===== src/rtl/div_pkg.sv =====
// div_pkg: shared state encoding and sizing for the sequential divider.
package div_pkg;
  localparam int DIV_WIDTH = 32;
  localparam int CNT_W = $clog2(DIV_WIDTH);
  typedef enum logic [1:0] {IDLE, CALC, FIXUP, DONE} state_e;
endpackage


===== src/rtl/div_step.sv =====
// div_step: one combinational restoring-division iteration.
module div_step #(parameter int WIDTH = 32) (
  input  logic [WIDTH-1:0] rem_in,
  input  logic [WIDTH-1:0] quot_in,
  input  logic [WIDTH-1:0] divisor,
  output logic [WIDTH-1:0] rem_out,
  output logic [WIDTH-1:0] quot_out
);
  logic [WIDTH:0] sh, diff;
  assign sh = {rem_in, quot_in[WIDTH-1]};
  // rem < divisor keeps sh < 2*divisor, so diff[WIDTH] is a clean borrow flag
  assign diff = sh - {1'b0, divisor};
  assign rem_out = diff[WIDTH] ? sh[WIDTH-1:0] : diff[WIDTH-1:0];
  assign quot_out = {quot_in[WIDTH-2:0], ~diff[WIDTH]};
endmodule


===== src/rtl/div_seq_ctrl.sv =====
// div_seq_ctrl: multi-cycle DIV/DIVU sequencer; DIV_ZERO_FAST_EN skips CALC/FIXUP when b==0.
module div_seq_ctrl
  import div_pkg::*;
#(parameter int WIDTH = DIV_WIDTH) (
  input  logic             clock,
  input  logic             reset,
  input  logic             start,
  input  logic             sign,
  input  logic [WIDTH-1:0] a,
  input  logic [WIDTH-1:0] b,
  input  logic             cancel,
  output logic             busy,
  output logic             done,
  output logic [WIDTH-1:0] q,
  output logic [WIDTH-1:0] r
);
  localparam int CW = $clog2(WIDTH);
`ifdef DIV_ZERO_FAST_EN
  localparam bit ZERO_FAST = 1'b1;
`else
  localparam bit ZERO_FAST = 1'b0;
`endif
  state_e state_q, state_d;
  logic [CW-1:0] cnt_q, cnt_d;
  logic [WIDTH-1:0] rem_q, rem_d, quot_q, quot_d, dvs_q, dvs_d, q_q, q_d, r_q, r_d;
  logic [WIDTH-1:0] step_rem, step_quot;
  logic negq_q, negq_d, negr_q, negr_d;
  div_step #(.WIDTH(WIDTH)) u_step (
    .rem_in(rem_q), .quot_in(quot_q), .divisor(dvs_q),
    .rem_out(step_rem), .quot_out(step_quot)
  );
  always_comb begin
    state_d = state_q;
    cnt_d = cnt_q;
    rem_d = rem_q;
    quot_d = quot_q;
    dvs_d = dvs_q;
    negq_d = negq_q;
    negr_d = negr_q;
    q_d = q_q;
    r_d = r_q;
    case (state_q)
      IDLE: if (start && !cancel) begin
        state_d = (ZERO_FAST && b == '0) ? DONE : CALC;
        cnt_d = '0;
        rem_d = '0;
        quot_d = (sign && a[WIDTH-1]) ? -a : a;
        dvs_d = (sign && b[WIDTH-1]) ? -b : b;
        negq_d = sign && (a[WIDTH-1] ^ b[WIDTH-1]);
        negr_d = sign && a[WIDTH-1];
        q_d = (ZERO_FAST && b == '0) ? '0 : q_q;
        r_d = (ZERO_FAST && b == '0) ? '0 : r_q;
      end
      CALC: if (cancel) state_d = IDLE;
      else begin
        rem_d = step_rem;
        quot_d = step_quot;
        cnt_d = cnt_q + 1'b1;
        state_d = (cnt_q == CW'(WIDTH-1)) ? FIXUP : CALC;
      end
      FIXUP: if (cancel) state_d = IDLE;
      else begin
        state_d = DONE;
        // divide by zero leaves an all-ones quotient in the datapath; force both to zero
        q_d = (dvs_q == '0) ? '0 : negq_q ? -quot_q : quot_q;
        r_d = (dvs_q == '0) ? '0 : negr_q ? -rem_q : rem_q;
      end
      DONE: state_d = IDLE;
    endcase
  end
  always_ff @(posedge clock) begin
    if (reset) begin
      state_q <= IDLE;
      cnt_q <= '0;
      rem_q <= '0;
      quot_q <= '0;
      dvs_q <= '0;
      negq_q <= 1'b0;
      negr_q <= 1'b0;
      q_q <= '0;
      r_q <= '0;
    end else begin
      state_q <= state_d;
      cnt_q <= cnt_d;
      rem_q <= rem_d;
      quot_q <= quot_d;
      dvs_q <= dvs_d;
      negq_q <= negq_d;
      negr_q <= negr_d;
      q_q <= q_d;
      r_q <= r_d;
    end
  end
  assign busy = (state_q == CALC) || (state_q == FIXUP);
  assign done = (state_q == DONE);
  assign q = q_q;
  assign r = r_q;
endmodule


===== config.mk =====
export PLATFORM = sky130hd
export DESIGN_NAME = div_seq_ctrl
export DESIGN_NICKNAME = d
export VERILOG_FILES = /design/src/rtl/div_pkg.sv /design/src/rtl/div_step.sv /design/src/rtl/div_seq_ctrl.sv
export SDC_FILE = /design/constraint.sdc
export NUM_CORES = 1
export LEC_CHECK = 0
export CORE_MARGIN = 5
export CORE_UTILIZATION = 29
export CTS_BUF_LIST = sky130_fd_sc_hd__clkbuf_4 sky130_fd_sc_hd__clkbuf_8
export DETAILED_ROUTE_END_ITERATION = 8
export GPL_ROUTABILITY_DRIVEN = 0
export SYNTH_ARGS = -nofsm -noshare
export SYNTH_HDL_FRONTEND = slang
export SYNTH_SLANG_ARGS = --single-unit

===== constraint.sdc =====
create_clock -name clock -period 7.94 [get_ports clock]
set_input_delay 1.588 -clock clock [delete_from_list [all_inputs] [get_ports clock]]
set_output_delay 1.588 -clock clock [all_outputs]
set_load 0.01 [all_outputs]

Yosys cells after proc, flatten, opt, wreduce, memory -nomap -nowiden
Cells that the tools add are included.

Bits in registers: 169. Bits in latches: 0. Memory bits (writable): 0. Bits in read-only memories: 0. Input bits: 69. Logic and storage cells: 57. Memories: 0.

$add $sub $neg: 6. Multiply operators: 0. Div/mod/pow operators: 0. Order comparisons: 0. Equality and inequality tests: 6. Shift operators: 0. Multiplexer cells: 21. Bitwise operators: 3. Reduce and logical (&&, ||, !) cells: 12.

Operators by type and width (number): 32-bit two-way mux (11); 32-bit negator (4); 32-bit case mux with 2 select lines (2); 33-bit by 32-bit subtractor with 33-bit output (1); 32-bit zero test (1); 5-bit two-way mux (2); 5-bit case mux with 2 select lines (1); 2-bit two-way mux (4); 2-bit case mux with 4 select lines (1); 5-bit by 1-bit adder with 5-bit output, second input constant (1); 5-bit equality test, second input constant (1); 2-bit equality test, second input constant (2); 1-bit logical AND (4); 2-bit != test, second input constant (2); 2-bit AND reduction (2); 3-bit AND reduction (1); 2-bit by 1-bit equality test with 1-bit output, second input constant (1); 2-bit zero test (1); 1-bit NOT (2); 2-bit nonzero test (1); 1-bit zero test (1); 1-bit logical OR (1); 1-bit XOR (1).

Longest topological paths before layout
Word-level depth: 4. Gate-level depth with buffers: 15. Depth with buffers taken out: 12.

Hierarchy
From an unflattened synthesis, not the netlist that was laid out.

Cells, all modules: 1509. Area, all modules: 11906.4 um^2.

By module, submodules not included: div_seq_ctrl (instances 1, cells each 1173, area each 9315.2 um^2, sequential area each 3383.2 um^2); div_step (instances 1, cells each 336, area each 2591.2 um^2, sequential area each 0.0 um^2).

Least setup slack after synthesis
No wires, ideal clock.

Path type: input-to-reg. From: input port a[8]. To: register quot_q[29]. Library setup time: 74 ps. Arrival: 3797 ps. Path slack: 4069 ps. Cell stages on the path: 9. Buffers on the path: 1. Cells stage by stage: or4_1 > or3_1 > clkbuf_1 > nor3_1 > nand4_1 > o41ai_1 > xnor2_1 > nand2_1 > a31oi_1.

Cells in the longest elaborated chain, start to end: 4.

RTL lines: start, declared (RTL line div_seq_ctrl.sv:9) `input logic [WIDTH-1:0] a,`; 32-bit negator (RTL line div_seq_ctrl.sv:47) `quot_d = (sign && a[WIDTH-1]) ? -a : a;`; 32-bit two-way mux (RTL line div_seq_ctrl.sv:47); 32-bit two-way mux (RTL line div_seq_ctrl.sv:43) `IDLE: if (start && !cancel) begin`; 32-bit case mux with 2 select lines (RTL line div_seq_ctrl.sv:42) `case (state_q)`; end signal, assigned (RTL line div_seq_ctrl.sv:86) `quot_q <= quot_d;`; end, declared (RTL line div_seq_ctrl.sv:25) `logic [WIDTH-1:0] rem_q, rem_d, quot_q, quot_d, dvs_q, dvs_d, q_q, q_d, r_q, r_d;`.

Every way passes these cells. The select of a mux whose other input is x is not followed. A chain may end at the register's enable or synchronous reset.

Final worst setup path
Ends and elaborated chain as after synthesis.

==> flow_summary.json <==
{
  "status": "finished, final reports clean",
  "via_per_inst": 5.230,
  "drc": 0,
  "drv_cap": 0,
  "synthTopCellsByCount": "nand2_1, dfxtp_1, nor2_1",
  "leakage_uw": 0.004530,
  "yosysTopAreaCellShare_pct": 31.59,
  "synth_cell_types": 60,
  "fin_area_um2": 12810,
  "dr.pass1.iters": 5,
  "fill_cells": 3793,
  "syn-num-nets": 1518,
  "syn_area_um2": 10710,
  "num_rows": 70,
  "grt_pass1_vias": 9646,
  "fin_crit_sh_pct": 54.72,
  "yosys-top-cells-area": "dfxtp_1, xnor2_1, nand2_1",
  "cp.required_ps": 8330,
  "yosysMostFrequentCell": "nand2_1",
  "clk_pin_slew_ps": 100,
  "cts.sinks": 169,
  "path_max_fanout": 6,
  "cp.arrival_ps": 4740,
  "overflow": 0,
  "instances_no_fill": 1969,
  "power_uw": 2062,
  "placed_area_um2": 12410,
  "clock_latency_ps": 480,
  "synth_edf_count": 0,
  "synth-seq-area-share_pct": 31.59,
  "setup_tns_ps": 0,
  "cts_made_buffers": 17,
  "clock_path_buffers": 2,
  "slew_violations": 0,
  "track_usage_pct": 15.93,
  "path_class": "input pin to flop",
  "syn_area_per_cell_um2": 7.623,
  "fin_crit_ps": 4344,
  "cts-root-buf": "clkbuf_8",
  "rsz0062_at_grt": "false",
  "synthArstFlopShare_pct": 0,
  "core_um2": 36520,
  "hold_path.class": "flop to flop",
  "synth_flop_cell": "dfxtp_1",
  "power_per_cell_area_nw_per_um2": 160.9,
  "synth_warnings": 0,
  "layout.nets": 1600,
  "rrSetupSlack_ps": 3750,
  "antenna_found_initial": 2,
  "drive_gt1_share_pct": 3.800,
  "htree_num_levels": 4,
  "worstMarginPinSlew_ps": 1050,
  "ios": 135,
  "fmax_mhz": 230.2,
  "vdd_ir_drop_max_mv": 0.09489,
  "num_vias": 10300,
  "cts_setup_buffers": 0,
  "hold_viol": 0,
  "drt_iter0_drc": 903,
  "wire_per_inst_um": 16.98,
  "whs_ps": 490.5,
  "netlist_instances": 1405,
  "place_hpwl_um": 25530,
  "die-area_um2": 40870,
  "slew_headroom_pct": 29.91,
  "postCtsHoldBufs": 0,
  "finalWirelength_um": 33430,
  "io_buffers": 134,
  "critPathCaptureType": "flop",
  "fp.dieW_um": 202.2,
  "initial_utilization_pct": 29.33,
  "die_y_um": 202.2,
  "ys_seq_elements": 169,
  "grt_max_degree": 82,
  "syn2layout_area_growth_pct": 19.65,
  "final-setup-viol-count": 0,
  "grt_pass1_wl_um": 53640,
  "cts_tree": "done",
  "skew_ps": 25.37,
  "yosysTopAreaCell": "dfxtp_1",
  "dp_cells": 1936,
  "post_cts_resize_count": 0,
  "final_antenna_net_count": 0,
  "crit_path_start_kind": "input pin"
}
==> placed cells by master, fill, tap and decap left out, types with 11 or more instances in the layout <==
master           netlist  final
a22oi_1               56     56
xor2_1                48     48
dfxtp_1              169    169
nor2_1               149    146
a21oi_1               97     97
clkbuf_8               0     18
o21ai_0              114    114
nand3_1               18     18
xnor2_1               94     94
or3_1                 17     17
o31ai_1               25     25
nand2_1              185    185
nand4_1               11     11
inv_1                 57     57
mux2i_1               20     20
or4_1                 15     15
ha_1                  43     42
a211oi_1              27     27
nor4_1                22     22
clkdlybuf4s50_1        0    133
nor3_1                25     25
o41ai_1               19     19
==> metal layers <==
layer | track usage [%] | up-vias | routed length [um]
met5 | 0 | - | 13
met4 | 4.292 | 2 | 561
met3 | 3.273 | 32 | 1859
met2 | 24.52 | 253 | 14760
met1 | 22.72 | 4832 | 16230
li1 | - | 5178 | -
==> through the flow <==
stage / setup WS (ps) / util (%)
3_3_place_gp: 3220 / 33.98
2_1_floorplan: 4069 / -
4_1_cts: 3648 / 35.08
6_report: 3596 / 35.09
5_1_grt: 3416 / 35.09
3_5_place_dp: 3146 / 33.98
==> cell families after synthesis <==
kind of cell	synth area share, %
XOR/XNOR	11.61
adder cells (fa/ha/maj)	5.210
AO/OA/AOI/OAI	24.11
flip-flops	31.59
buffers and inverters	4.977
multiplexers	1.869
AND/OR/NAND/NOR	20.63
==> power breakdown <==
part | leakage, uW | switching, uW | internal [uW]
registers | 0.00137 | 40.0 | 874
clock network | 0.000200 | 388 | 245
logic | 0.00296 | 303 | 213
==> state kept, by name, summed over array words and instances, names as in the netlist <==
register	count
cnt_q	5
dvs_q	32
negq_q	1
negr_q	1
q	32
quot_q	32
r	32
rem_q	32
state_q	2
==> area by class of cell <==
| class | count | area, um2 | share of cell area [%] |
|---|---|---|---|
| multi-input cells | 1099 | 6822 | 53.23 |
| flip-flops and latches | 169 | 3383 | 26.40 |
| repair buffers | 143 | 1406 | 10.97 |
| well taps | 468 | 585.6 | 4.569 |
| clock buffers | 18 | 247.7 | 1.933 |
| inverters | 57 | 214.0 | 1.670 |
| clock inverters | 14 | 153.9 | 1.201 |
| diodes | 1 | 2.502 | 0.01953 |
==> worst paths after layout <==
check,start,end,cells after the start
max reg2reg,rem_q[0]$_SDFFE_PP0P_,rem_q[1]$_SDFFE_PP0P_,11
min,r[26]$_SDFFE_PP0P_,r[26]$_SDFFE_PP0P_,1
min reg2reg,r[26]$_SDFFE_PP0P_,r[26]$_SDFFE_PP0P_,1
max,a[8],quot_q[29]$_SDFFE_PP0P_,9
==> worst max-delay path, cell delays in order <==
cell and delay (ps):
clkdlybuf4s50_1 460, or4_1 590, or3_1 430, nor3_1 590
nand4_1 270, o41ai_1 380, xnor2_1 170, nand2_1 70
a31oi_1 190
(Power assumes the default switching activity.)
